## src/rtl/vme_wb_bridge_pkg.sv

```systemverilog
// Shared types and constants for the Wishbone-to-VME memory-strobe bridge.
package vme_wb_bridge_pkg;

  typedef enum logic [2:0] {
    IDLE,
    RD_WAIT,
    WR_WAIT,
    ACK,
    ERR
  } state_t;

  // Only full-word writes are forwarded downstream.
  localparam logic [3:0] SEL_FULL = 4'hF;

  // Width of the wait-state counter; bounds TIMEOUT_CYCLES to 1..65535.
  localparam int unsigned TMO_WIDTH = 16;

endpackage

```

## src/rtl/vme_wb_timeout.sv

```systemverilog
// Wait-state counter for the bridge: cleared outside WAIT, counts each WAIT
// cycle, and flags the TIMEOUT_CYCLES-th wait cycle that passes without Done.
module vme_wb_timeout
  import vme_wb_bridge_pkg::*;
#(
  parameter int unsigned TIMEOUT_CYCLES = 255
) (
  input  logic Clk,
  input  logic RstN,
  input  logic clear,
  input  logic enable,
  output logic expired
);

  localparam logic [TMO_WIDTH-1:0] LAST = TMO_WIDTH'(TIMEOUT_CYCLES - 1);

  logic [TMO_WIDTH-1:0] count;

  // Count wait cycles, holding at the terminal value so it never wraps.
  always_ff @(posedge Clk or negedge RstN) begin
    if (!RstN) begin
      count <= '0;
    end else if (clear) begin
      count <= '0;
    end else if (enable && (count != LAST)) begin
      count <= count + TMO_WIDTH'(1);
    end
  end

  assign expired = enable && (count == LAST);

endmodule

```

## src/rtl/vme_wb_bridge.sv

```systemverilog
// Wishbone-classic slave to VME-style memory-strobe master bridge.
// Optional feature macro: VME_WB_BRIDGE_TIMEOUT_EN (abort hung accesses
// after TIMEOUT_CYCLES wait cycles). Without it the bridge waits forever.
module vme_wb_bridge
  import vme_wb_bridge_pkg::*;
#(
  parameter int unsigned ADDR_WIDTH     = 14,
  parameter int unsigned TIMEOUT_CYCLES = 255
) (
  input  logic                  Clk,
  input  logic                  RstN,
  input  logic                  wb_cyc_i,
  input  logic                  wb_stb_i,
  input  logic                  wb_we_i,
  input  logic [ADDR_WIDTH-1:0] wb_adr_i,
  input  logic [3:0]            wb_sel_i,
  input  logic [31:0]           wb_dat_i,
  output logic [31:0]           wb_dat_o,
  output logic                  wb_ack_o,
  output logic                  wb_err_o,
  output logic [ADDR_WIDTH-1:0] VMEAddr,
  output logic                  VMERdMem,
  output logic                  VMEWrMem,
  output logic [31:0]           VMEWrData,
  input  logic [31:0]           VMERdData,
  input  logic                  VMERdDone,
  input  logic                  VMEWrDone
);

  if ((TIMEOUT_CYCLES == 0) || (TIMEOUT_CYCLES > 65535)) begin : g_bad_timeout
    $error("TIMEOUT_CYCLES must be in 1..65535");
  end

  state_t state_q, state_d;
  logic   abort_q, abort_d;
  logic   rd_mem_d, wr_mem_d;
  logic   lat_addr, lat_wdata, lat_rdata;
  logic   in_wait, dropped, tmo_expired;

  assign in_wait = (state_q == RD_WAIT) || (state_q == WR_WAIT);
  // A master that leaves during WAIT forfeits the response, even if it
  // leaves in the very cycle Done arrives.
  assign dropped = abort_q || !wb_cyc_i;

`ifdef VME_WB_BRIDGE_TIMEOUT_EN
  vme_wb_timeout #(
    .TIMEOUT_CYCLES(TIMEOUT_CYCLES)
  ) u_timeout (
    .Clk    (Clk),
    .RstN   (RstN),
    .clear  (!in_wait),
    .enable (in_wait),
    .expired(tmo_expired)
  );
`else
  assign tmo_expired = 1'b0;
`endif

  // State register and abort flag.
  always_ff @(posedge Clk or negedge RstN) begin
    if (!RstN) begin
      state_q <= IDLE;
      abort_q <= 1'b0;
    end else begin
      state_q <= state_d;
      abort_q <= abort_d;
    end
  end

  // Next-state logic, strobe requests and datapath latch enables.
  always_comb begin
    state_d   = state_q;
    abort_d   = abort_q;
    rd_mem_d  = 1'b0;
    wr_mem_d  = 1'b0;
    lat_addr  = 1'b0;
    lat_wdata = 1'b0;
    lat_rdata = 1'b0;
    case (state_q)
      IDLE: begin
        abort_d = 1'b0;
        if (wb_cyc_i && wb_stb_i) begin
          lat_addr = 1'b1;
          if (!wb_we_i) begin
            rd_mem_d = 1'b1;
            state_d  = RD_WAIT;
          end else if (wb_sel_i == SEL_FULL) begin
            lat_wdata = 1'b1;
            wr_mem_d  = 1'b1;
            state_d   = WR_WAIT;
          end else begin
            state_d = ERR;
          end
        end
      end
      RD_WAIT: begin
        if (!wb_cyc_i) abort_d = 1'b1;
        if (VMERdDone) begin
          lat_rdata = !dropped;
          state_d   = dropped ? IDLE : ACK;
        end else if (tmo_expired) begin
          state_d = dropped ? IDLE : ERR;
        end
      end
      WR_WAIT: begin
        if (!wb_cyc_i) abort_d = 1'b1;
        if (VMEWrDone) begin
          state_d = dropped ? IDLE : ACK;
        end else if (tmo_expired) begin
          state_d = dropped ? IDLE : ERR;
        end
      end
      ACK:     state_d = IDLE;
      ERR:     state_d = IDLE;
      default: state_d = IDLE;
    endcase
  end

  // Registered strobes, latched address/write data and returned read data.
  always_ff @(posedge Clk or negedge RstN) begin
    if (!RstN) begin
      VMERdMem  <= 1'b0;
      VMEWrMem  <= 1'b0;
      VMEAddr   <= '0;
      VMEWrData <= '0;
      wb_dat_o  <= '0;
    end else begin
      VMERdMem <= rd_mem_d;
      VMEWrMem <= wr_mem_d;
      if (lat_addr)  VMEAddr   <= wb_adr_i;
      if (lat_wdata) VMEWrData <= wb_dat_i;
      if (lat_rdata) wb_dat_o  <= VMERdData;
    end
  end

  assign wb_ack_o = (state_q == ACK);
  assign wb_err_o = (state_q == ERR);

endmodule
```

## config.mk

```make
export PLATFORM = sky130hd
export DESIGN_NAME = vme_wb_bridge
export DESIGN_NICKNAME = d
export VERILOG_FILES = /design/src/rtl/vme_wb_bridge_pkg.sv /design/src/rtl/vme_wb_timeout.sv /design/src/rtl/vme_wb_bridge.sv
export SDC_FILE = /design/constraint.sdc
export NUM_CORES = 1
export LEC_CHECK = 0
export BUFFER_PORTS_ARGS = -buffer_cell sky130_fd_sc_hd__buf_2
export CAP_MARGIN = 10
export CORE_ASPECT_RATIO = 0.75
export CORE_MARGIN = 2
export CORE_UTILIZATION = 45
export DETAILED_ROUTE_END_ITERATION = 8
export PLACE_DENSITY = 0.86
export SLEW_MARGIN = 20
export SYNTH_ARGS = -nofsm -noshare
export SYNTH_HDL_FRONTEND = slang
export SYNTH_SLANG_ARGS = --single-unit
export TNS_END_PERCENT = 50
```

## constraint.sdc

```tcl
create_clock -name Clk -period 2.45 [get_ports Clk]
set_clock_uncertainty 0.05 [all_clocks]
set_input_delay 0.245 -clock Clk [delete_from_list [all_inputs] [get_ports Clk]]
set_output_delay 0.245 -clock Clk [all_outputs]
set_load 0.02 [all_outputs]
```

==> reports/qor.csv, run 1 <==
metric;value;unit
outcome;completed;
synth-xor-area-share;0;
num_antenna_cells;0;
p_leak;2.39;nW
hp-class;primary input to flip-flop;
crit_slowest_cell;dfrtp_1;
yosysMostFrequentCell;dfrtp_1;
via_per_inst;4.85;
finalHoldWorstSlack;0.0588;ns
grt_overflow_total;0;
grt_use_total;0.189;
synth_area_leaders;dfrtp_1 (64%), mux2_2 (23%), mux2_1 (3.8%);
cp_top_family;simple AND/OR/NAND/NOR gates;
synth_top_family_by_area;multiplexers;
max-cap-violations;0;
fin_tns_setup;0;ns
period_share;0.811;
netlist-cell-type-count;30;
yosys.area_share.simple;0.0480;
cts_sinks;84;
rows;26;
holdBufCountCts;1;
synth_top_area_cell;dfrtp_1;
tightest_slew;0.528;ns
power.density;1150;nW/um2
dr.pass1.iters;4;
synthCells;203;
path_buf_inv;1;
ir_drop;685;uV
synth_compound_area_frac;0.0213;
final_nets;470;
fin_crit;1.99;ns
setup_viol;0;
yosys-mux-area-fraction;0.267;
drc;0;
pre_cts_ws;0.482;ns
numCtsBuffers;9;
ios;171;
cp_slowest_stage_delay;0.53;ns
grt_pass1_vias;2498;
worstSetupEndpointType;flip-flop;
wl;7290;um
met2_usage;0.322;
max_freq;0.503;GHz
synth.avg_cell_area;16.2;um2
rsz0062_at_grt;no;
dieArea;8010;um2
initial_core_util;0.474;
vias;2343;
path_max_fanout;21;
syn_to_final_growth;36.7;%
synth_top_flop_cell;dfrtp_1;
clkTransAtPathRegs;0.08;ns
hpwlAfterDp;5470;um
numPortBuffers;170;
drtIter0Drc;23;
path_cells;nor3_4 > nor4b_4 > buf_4 > mux2_2;
syn_nets;292;
ant_nets;0;
drive_above_1_share;0.673;
synth_edf_count;0;
ys_seq_elements;84;
yosys-top-cells-count;dfrtp_1 (84), mux2_2 (67), mux2_1 (11), nor2_1 (5), nand2_1 (4);
yosysTopAreaCellShare;0.640;
grt_max_degree;45;
final_hold_viol_count;0;
ys_seq_area_frac;0.640;
cts_max_path_buffers;2;
gr-usage-met3;0.0973;
syn-cell-area;3290;um2
fin_util;0.648;
wire_per_inst;15.1;um
async_flop_share;1.00;
synth_fa_ha_area_frac;0;
fin_ws;0.464;ns
antenna_found_initial;0;
met1_usage;0.205;
gp_congestion;0.788;
cts_tree;yes;
grt_pass1_wl;11600;um
post_cts_buffers;0;
critPathKind;flip-flop to flip-flop;
critPathArrivalTime;2.16;ns
core;6930;um2
critPathRequiredTime;2.62;ns
grt-busiest-layer;met2;
worstSkewPairLatency;0.33;ns
die_width;103;um
die_y;78;um
slew_violations;0;
cts_root_buf;clkbuf_8;
synth_warnings;0;
htreeDepth;3;
cp-start-kind;flip-flop;
slew_headroom;0.648;
post_cts_resized;0;
stage by stage:
step                      area (um2)  power, mW  instances
final                           4490       5.15        483
after CTS                       4490       5.22        483
after floorplan                 3290       3.32        203
after global routing            4490       5.47        483
after global placement          4240       3.96        467
after detailed placement        4240       4.04        467
cell usage in the layout (no fill, tap or decap), types with 2 or more instances in the layout:
cell         n
clkbuf_8    10
nand2_1      4
buf_4        5
mux2_1      11
bufinv_16    3
nor3b_1      3
inv_1        2
buf_2      169
nor2_1       5
mux2_2      67
dfrtp_1     84
path summary, 6_finish.rpt:
check                                       endpoint                 startpoint  cells after the start  slack [ns]
max                        VMEWrData[25]$_DFFE_PN0P_     state_q[0]$_DFFE_PN0P_                      4        0.46
min                               VMERdMem$_DFF_PN0_                    wb_we_i                      2        0.06
max reg2reg                VMEWrData[25]$_DFFE_PN0P_     state_q[0]$_DFFE_PN0P_                      4        0.46
min reg2reg                VMEWrData[13]$_DFFE_PN0P_  VMEWrData[13]$_DFFE_PN0P_                      1        0.43
max in group asynchronous   VMEWrData[0]$_DFFE_PN0P_                       RstN                      3        1.35
min in group asynchronous   wb_dat_o[21]$_DFFE_PN0P_                       RstN                      2        0.38
layer usage:
layer  vias up  routed length, um
met4         0                 53
met2       121               3530
met5         -                  0
li1       1079                  -
met1      1135               2810
met3         8                897
sequential cells by signal, summed over array words and instances (netlist names):
signal and flops:
wb_dat_o 32, VMEWrData 32, state_q 3, VMERdMem 1, abort_q 1, VMEAddr 14, VMEWrMem 1
report_power, final:
part | internal [mW] | switching (mW)
Combinational | 0.808 | 1.06
Sequential | 1.87 | 0.260
Clock | 0.700 | 0.456
area by class of cell:
class | count | area [um2]
fill | 518 | 2440
clock buffer | 11 | 141
timing repair buffer | 176 | 913
clock inverter | 4 | 97.6
inverter | 2 | 7.51
multi-input combinational | 108 | 1110
tap | 98 | 123
sequential | 84 | 2100
logic make-up (layout without fill, tap and decap cells):
group,Yosys count,after routing
compound gates,8,8
buf+inv,11,193
flops,84,84
mux,78,78
simple gates,22,22
(Power assumes the default switching activity.)
==> run 2, diff against run 1 <==
- CORE_UTILIZATION: 45 -> 41
- PLACE_DENSITY: 0.86 -> 0.83
- clock period: 2.45 -> 1.7 ns (I/O delays scaled with it)
==> run 2 against run 1 <==
The run now ends with setup timing left. Total power up 51%. First-iteration DRC count rose to 2.7 times the previous value. Fmax up 14%. Worst hold slack worse by 0.043 ns. Critical endpoint is now wb_dat_o[26]$_DFFE_PN0P_. Largest cell class unchanged.
==> reports/qor.csv, run 2 (same netlist as run 1, synthesis figures left out) <==
metric;value;unit;change
grt_pass1_wl;13100;um;+13%
dr.pass1.iters;4;;unchanged
final_nets;562;;+20%
critPathArrivalTime;1.94;ns;-0.22 ns
path_max_fanout;8;;-62%
rr_worst_depth;5;;+1
grt_max_degree;45;;unchanged
p_sw_frac;0.373;;+0.0289
cts_max_path_buffers;2;;unchanged
met1_usage;0.224;;+0.0190
critPathRequiredTime;1.89;ns;-0.73 ns
clockPowerShare;0.166;;-0.058
wl;10600;um;+45%
wire_per_inst;18.1;um;+20%
antenna_found_initial;0;;unchanged
ir_drop;974;uV;+42%
p_comb_frac;0.431;;+0.069
num_antenna_cells;0;;unchanged
grt_overflow_total;0;;unchanged
cp-start-kind;flip-flop;;
numCtsBuffers;9;;unchanged
met2_usage;0.361;;+0.0392
rows;28;;+7.7%
fin_crit;1.75;ns;-0.237 ns
cts_root_buf;clkbuf_8;;
seq_area;2100;um2;+0.12%
drc;0;;unchanged
design_area;5640;um2;+26%
top_regs;VMEWrData x32, wb_dat_o x32, VMEAddr x14;;
grt-busiest-layer;met2;;
hp-class;primary input to flip-flop;;
setup_viol;28;;+28
ant_nets;0;;unchanged
p_int;4.87;mW;+44%
timing.rr.end;wb_dat_o[26]$_DFFE_PN0P_;;
critPathKind;flip-flop to flip-flop;;
n_fill_cell;502;;-3.1%
rsz0062_at_grt;yes;;
cts_sinks;84;;unchanged
r2r_slack;-0.05;ns;-0.51 ns
multi_input_area;1300;um2;+18%
outcome;complete, but fails checks;;
power_frac_seq;0.402;;-0.012
final_hold_viol_count;0;;unchanged
die_y;81.5;um;+4.5%
period_share;1.03;;+0.218
max-cap-violations;0;;unchanged
violations;setup timing;;
total_power;7.77;mW;+51%
worstSetupEndpointType;flip-flop;;
r2r-start;state_q[1]$_DFFE_PN0P_;;
slew_headroom;0.788;;+0.139
holdPathEnd;VMEWrData[10]$_DFFE_PN0P_;;
placed_area;4310;um2;+1.7%
grt_use_total;0.198;;+0.00925
drive_above_1_share;0.592;;-0.0807
gr-usage-met3;0.0675;;-0.0298
mostFrequentLayoutCell;buf_2;;
min_path_cells;2;;unchanged
slew_violations;0;;unchanged
initial_core_util;0.419;;-0.0555
tightest_slew;0.319;ns;-0.209 ns
cts_tree;yes;;
vias;2819;;+20%
htreeDepth;3;;unchanged
numPortBuffers;170;;unchanged
clkTransAtPathRegs;0.09;ns;about the same
hpwlAfterDp;5530;um;+0.94%
power.density;1380;nW/um2;+20%
dieArea;8750;um2;+9.3%
gp_congestion;0.819;;+3.8%
switchingPower;2.90;mW;+63%
p_leak;2.90;nW;+21%
drtIter0Drc;63;;+170%
syn_to_final_growth;71.6;%;
worstHoldStart;wb_dat_i[10];;
layout_common_cells;buf_2 (168), dfrtp_1 (82), dlygate4sd3_1 (77);;
fin_ws;-0.0492;ns;-0.513 ns
die_width;107;um;+4.6%
core;7850;um2;+13%
via_per_inst;4.84;;-0.32%
grt_pass1_vias;2702;;+8.2%
worstSkewPairLatency;0.35;ns;+0.02 ns
max_freq;0.572;GHz;+14%
ios;171;;unchanged
[run 2: cell count changes in the layout (fill, tap and decap cells not counted), sizes merged]
cell         before  now
clkinv            0    5
inv               2    3
buf             175  188
clkbuf           11   12
bufinv            3    0
dlygate4sd3       1   77
[run 2: what timing repair did]
item | 4_1_cts | 5_1_grt
buffers inserted | 2 | 5
hold buffers | 64 | 13
cloned | 1 | 3
endpoints found under the hold margin | 129 | 13
gates resized for setup | 2 | 55
setup endpoints to repair | 29 | 65
pin swaps | 2 | 2
[run 2: critical path: stages, from the launching register on]
cell and delay (ns):
dfrtp_2 0.45, nor3b_2 0.22, and4b_2 0.31, buf_12 0.12, clkbuf_16 0.15, mux2_2 0.34
[run 2: power groups by stage]
stage | registers, mW | clock network [mW] | logic (mW)
2_1_floorplan | 3.94 | 0 | 0.846
3_3_place_gp | 3.05 | 0 | 2.71
3_5_place_dp | 3.10 | 0 | 2.79
4_1_cts | 3.06 | 1.32 | 2.94
5_1_grt | 3.21 | 1.42 | 3.53
6_report | 3.13 | 1.29 | 3.35
[run 2: final cells by class]
class                   count  area share
multi-input cells         108       0.231
repair buffers            268       0.340
clock buffers               9      0.0220
clock inverters             7     0.00932
well taps                 105      0.0233
inverters                   2     0.00133
flip-flops and latches     84       0.373
[run 2: worst max path at each step]
stage	cells past startpoint	to	start	slack [ns]
2_1_floorplan	4	VMEWrData[10]$_DFFE_PN0P_	state_q[2]$_DFFE_PN0P_	-0.04
3_3_place_gp	4	wb_dat_o[25]$_DFFE_PN0P_	state_q[1]$_DFFE_PN0P_	0.05
3_5_place_dp	4	wb_dat_o[4]$_DFFE_PN0P_	state_q[1]$_DFFE_PN0P_	-0.004
4_1_cts	4	VMEWrData[19]$_DFFE_PN0P_	state_q[0]$_DFFE_PN0P_	-0.009
5_1_grt	5	wb_dat_o[26]$_DFFE_PN0P_	state_q[1]$_DFFE_PN0P_	-0.10
6_report	5	wb_dat_o[26]$_DFFE_PN0P_	state_q[1]$_DFFE_PN0P_	-0.05
[run 2: per-layer routing]
layer	vias to the layer above	part of all wire
li1	1263	-
met1	1424	0.40
met2	121	0.53
met3	11	0.065
met4	0	0.011
met5	-	0
[run 2: per-stage QoR]
stage	setup slack, ns	setup TNS [ns]	std cells	utilization	hold WS (ns)
after floorplan	-0.0397	-1.04	203	-	-0.176
after global placement	0.0521	0	479	0.550	0.0314
after detailed placement	-0.00393	-0.00503	479	0.550	0.0383
after CTS	-0.00938	-0.0799	562	0.661	-0.00608
after global routing	-0.103	-2.98	583	0.718	-0.00258
final	-0.0492	-0.688	583	0.718	0.0158
==> run 3, diff against run 2 <==
- CORE_ASPECT_RATIO: 0.75 -> unset
==> run 3 against run 2 <==
The flow now finishes without violations. Core utilization fell by 3.4 points. Combinational power fell by 10%. Total power fell by 4.8%. Worst hold slack improved by 0.0036 ns. First-iteration DRC count did not move. Sequential share of layout area rose by 2.5 points. Setup slack improved by 0.058 ns. Sequential power fell by 2%. Wire length fell by 18%. Register-to-register slack improved by 0.06 ns. Largest power group is now registers. Highest routed layer unchanged.
==> reports/qor.csv, run 3 (same netlist as run 1, synthesis figures left out) <==
metric;value;unit;change
outcome;completed;;
antenna_found_initial;0;;unchanged
ant_nets;0;;unchanged
top_regs;VMEWrData x32, wb_dat_o x32, VMEAddr x14;;
max_freq;0.591;GHz;+3.5%
grt_use_total;0.190;;-0.00801
core;7730;um2;-1.5%
final_nets;540;;-3.9%
initial_core_util;0.425;;+0.00651
power_frac_seq;0.415;;+0.013
tightest_slew;0.427;ns;+0.109 ns
via_per_inst;4.76;;-1.6%
grt_max_degree;48;;+6.7%
critPathKind;primary input to flip-flop;;
setup_viol;0;;-100%
n_fill_cell;561;;+12%
wire_per_inst;15.5;um;-14%
worstSetupEndpointType;flip-flop;;
hpwlAfterDp;5460;um;-1.2%
fin_util;0.684;;-0.0340
clkTransAtPathRegs;0.08;ns;about the same
cts_root_buf;clkbuf_8;;
numCtsBuffers;9;;unchanged
cts_max_path_buffers;2;;unchanged
gp_congestion;0.784;;-4.3%
slew_violations;0;;unchanged
fin_crit;1.69;ns;-0.0583 ns
layout_common_cells;buf_2 (169), dfrtp_1 (82), dlygate4sd3_1 (61);;
vias;2656;;-5.8%
worstHoldStart;VMERdData[27];;
ios;171;;unchanged
ir_drop;783;uV;-20%
dieArea;8750;um2;about the same
timing.rr.end;VMEWrData[8]$_DFFE_PN0P_;;
p_sw_frac;0.363;;-0.0104
final_hold_viol_count;0;;unchanged
grt_overflow_total;0;;unchanged
crit_slowest_cell;dlygate4sd3_1;;
period_share;0.995;;-0.0343
r2r-start;state_q[2]$_DFFE_PN0P_;;
r2r_slack;0.009;ns;+0.06 ns
mostFrequentLayoutCell;buf_2;;
power.density;1400;nW/um2;+1.5%
cts_tree;yes;;
min_path_cells;2;;unchanged
cp-start-kind;primary input;;
dr.pass1.iters;4;;unchanged
worstSkewPairLatency;0.34;ns;about the same
numPortBuffers;170;;unchanged
htreeDepth;3;;unchanged
rr_worst_depth;5;;unchanged
p_int;4.72;mW;-3.2%
p_comb_frac;0.406;;-0.025
die_y;93.5;um;+15%
critPathRequiredTime;1.88;ns;about the same
num_antenna_cells;0;;unchanged
drc;0;;unchanged
total_power;7.40;mW;-4.8%
cp_slowest_stage_delay;0.53;ns;+0.08 ns
grt_pass1_vias;2810;;+4.0%
slew_headroom;0.715;;-0.0723
path_cells;dlygate4sd3_1 > buf_2 > inv_1 > nor4b_4 > buf_6 > clkbuf_16 > mux2_2;;
rsz0062_at_grt;yes;;
drtIter0Drc;63;;unchanged
holdPathEnd;wb_dat_o[27]$_DFFE_PN0P_;;
clockPowerShare;0.179;;+0.013
cts_sinks;84;;unchanged
grt_pass1_wl;12800;um;-1.7%
critPathArrivalTime;1.87;ns;-0.07 ns
rows;32;;+14%
hp-class;primary input to flip-flop;;
syn_to_final_growth;61.0;%;
p_leak;2.72;nW;-6.4%
wl;8660;um;-18%
max-cap-violations;0;;unchanged
die_width;93.5;um;-13%
drive_above_1_share;0.607;;+0.0154
switchingPower;2.68;mW;-7.5%
path_max_fanout;11;;+3
run 3: stage by stage:
step	hold WS, ns	setup TNS [ns]	cell area (um2)	setup WS [ns]	cells
after floorplan	-0.176	-1.04	3290	-0.0397	203
after CTS	0.0000321	-0.00765	5100	-0.00700	551
after global placement	-0.0704	0	4310	0.0243	476
after global routing	0.000163	-1.93	5290	-0.0638	558
final	0.0194	0	5290	0.00910	558
after detailed placement	-0.0731	-0.719	4310	-0.0361	476
run 3: worst max-delay path, delay by kind of cell:
family	cells	cell delay (ns)
buf+inv	5	1.08
mux	1	0.34
simple gates	1	0.28
run 3: how the worst max path moves through the flow:
stage                                start                         to  slack, ns  depth (start not counted)
CTS                 state_q[2]$_DFFE_PN0P_  VMEWrData[13]$_DFFE_PN0P_     -0.007                          4
detailed placement  state_q[1]$_DFFE_PN0P_   wb_dat_o[13]$_DFFE_PN0P_      -0.04                          4
global placement    state_q[1]$_DFFE_PN0P_    wb_dat_o[8]$_DFFE_PN0P_       0.02                          4
finish                             wb_we_i   VMEWrData[8]$_DFFE_PN0P_      0.009                          7
global route        state_q[2]$_DFFE_PN0P_   VMEWrData[8]$_DFFE_PN0P_      -0.06                          5
floorplan           state_q[2]$_DFFE_PN0P_  VMEWrData[10]$_DFFE_PN0P_      -0.04                          4
run 3: final cells by class:
type,count,area (um2),share of cell area
well taps,102,128,0.0241
clock inverters,4,32.5,0.00615
repair buffers,246,1660,0.314
inverters,2,7.51,0.00142
clock buffers,12,155,0.0293
flip-flops and latches,84,2100,0.398
multi-input cells,108,1200,0.227
run 3: power groups by stage:
| stage | Clock, mW | Combinational [mW] | Sequential [mW] |
|---|---|---|---|
| floorplan | 0 | 0.846 | 3.94 |
| global placement | 0 | 2.70 | 3.05 |
| detailed placement | 0 | 2.80 | 3.10 |
| CTS | 1.38 | 2.91 | 3.06 |
| global route | 1.46 | 3.19 | 3.15 |
| finish | 1.32 | 3.00 | 3.07 |
run 3: metal layers:
layer  wire (um)  vias up  share of wire  global-route usage
li1            -     1222              -                   -
met1        3270     1292           0.38               0.202
met2        4690      123           0.54               0.359
met3         494       19          0.057              0.0387
met4         206        0          0.024              0.0870
met5           0        -              0                   0
run 3: what timing repair did:
item,CTS,global route
setup endpoints to repair,37,65
hold endpoints to repair,142,2
pin swaps,1,2
buffers inserted,0,3
cloned,0,2
resized for setup,3,26
hold buffers,59,2
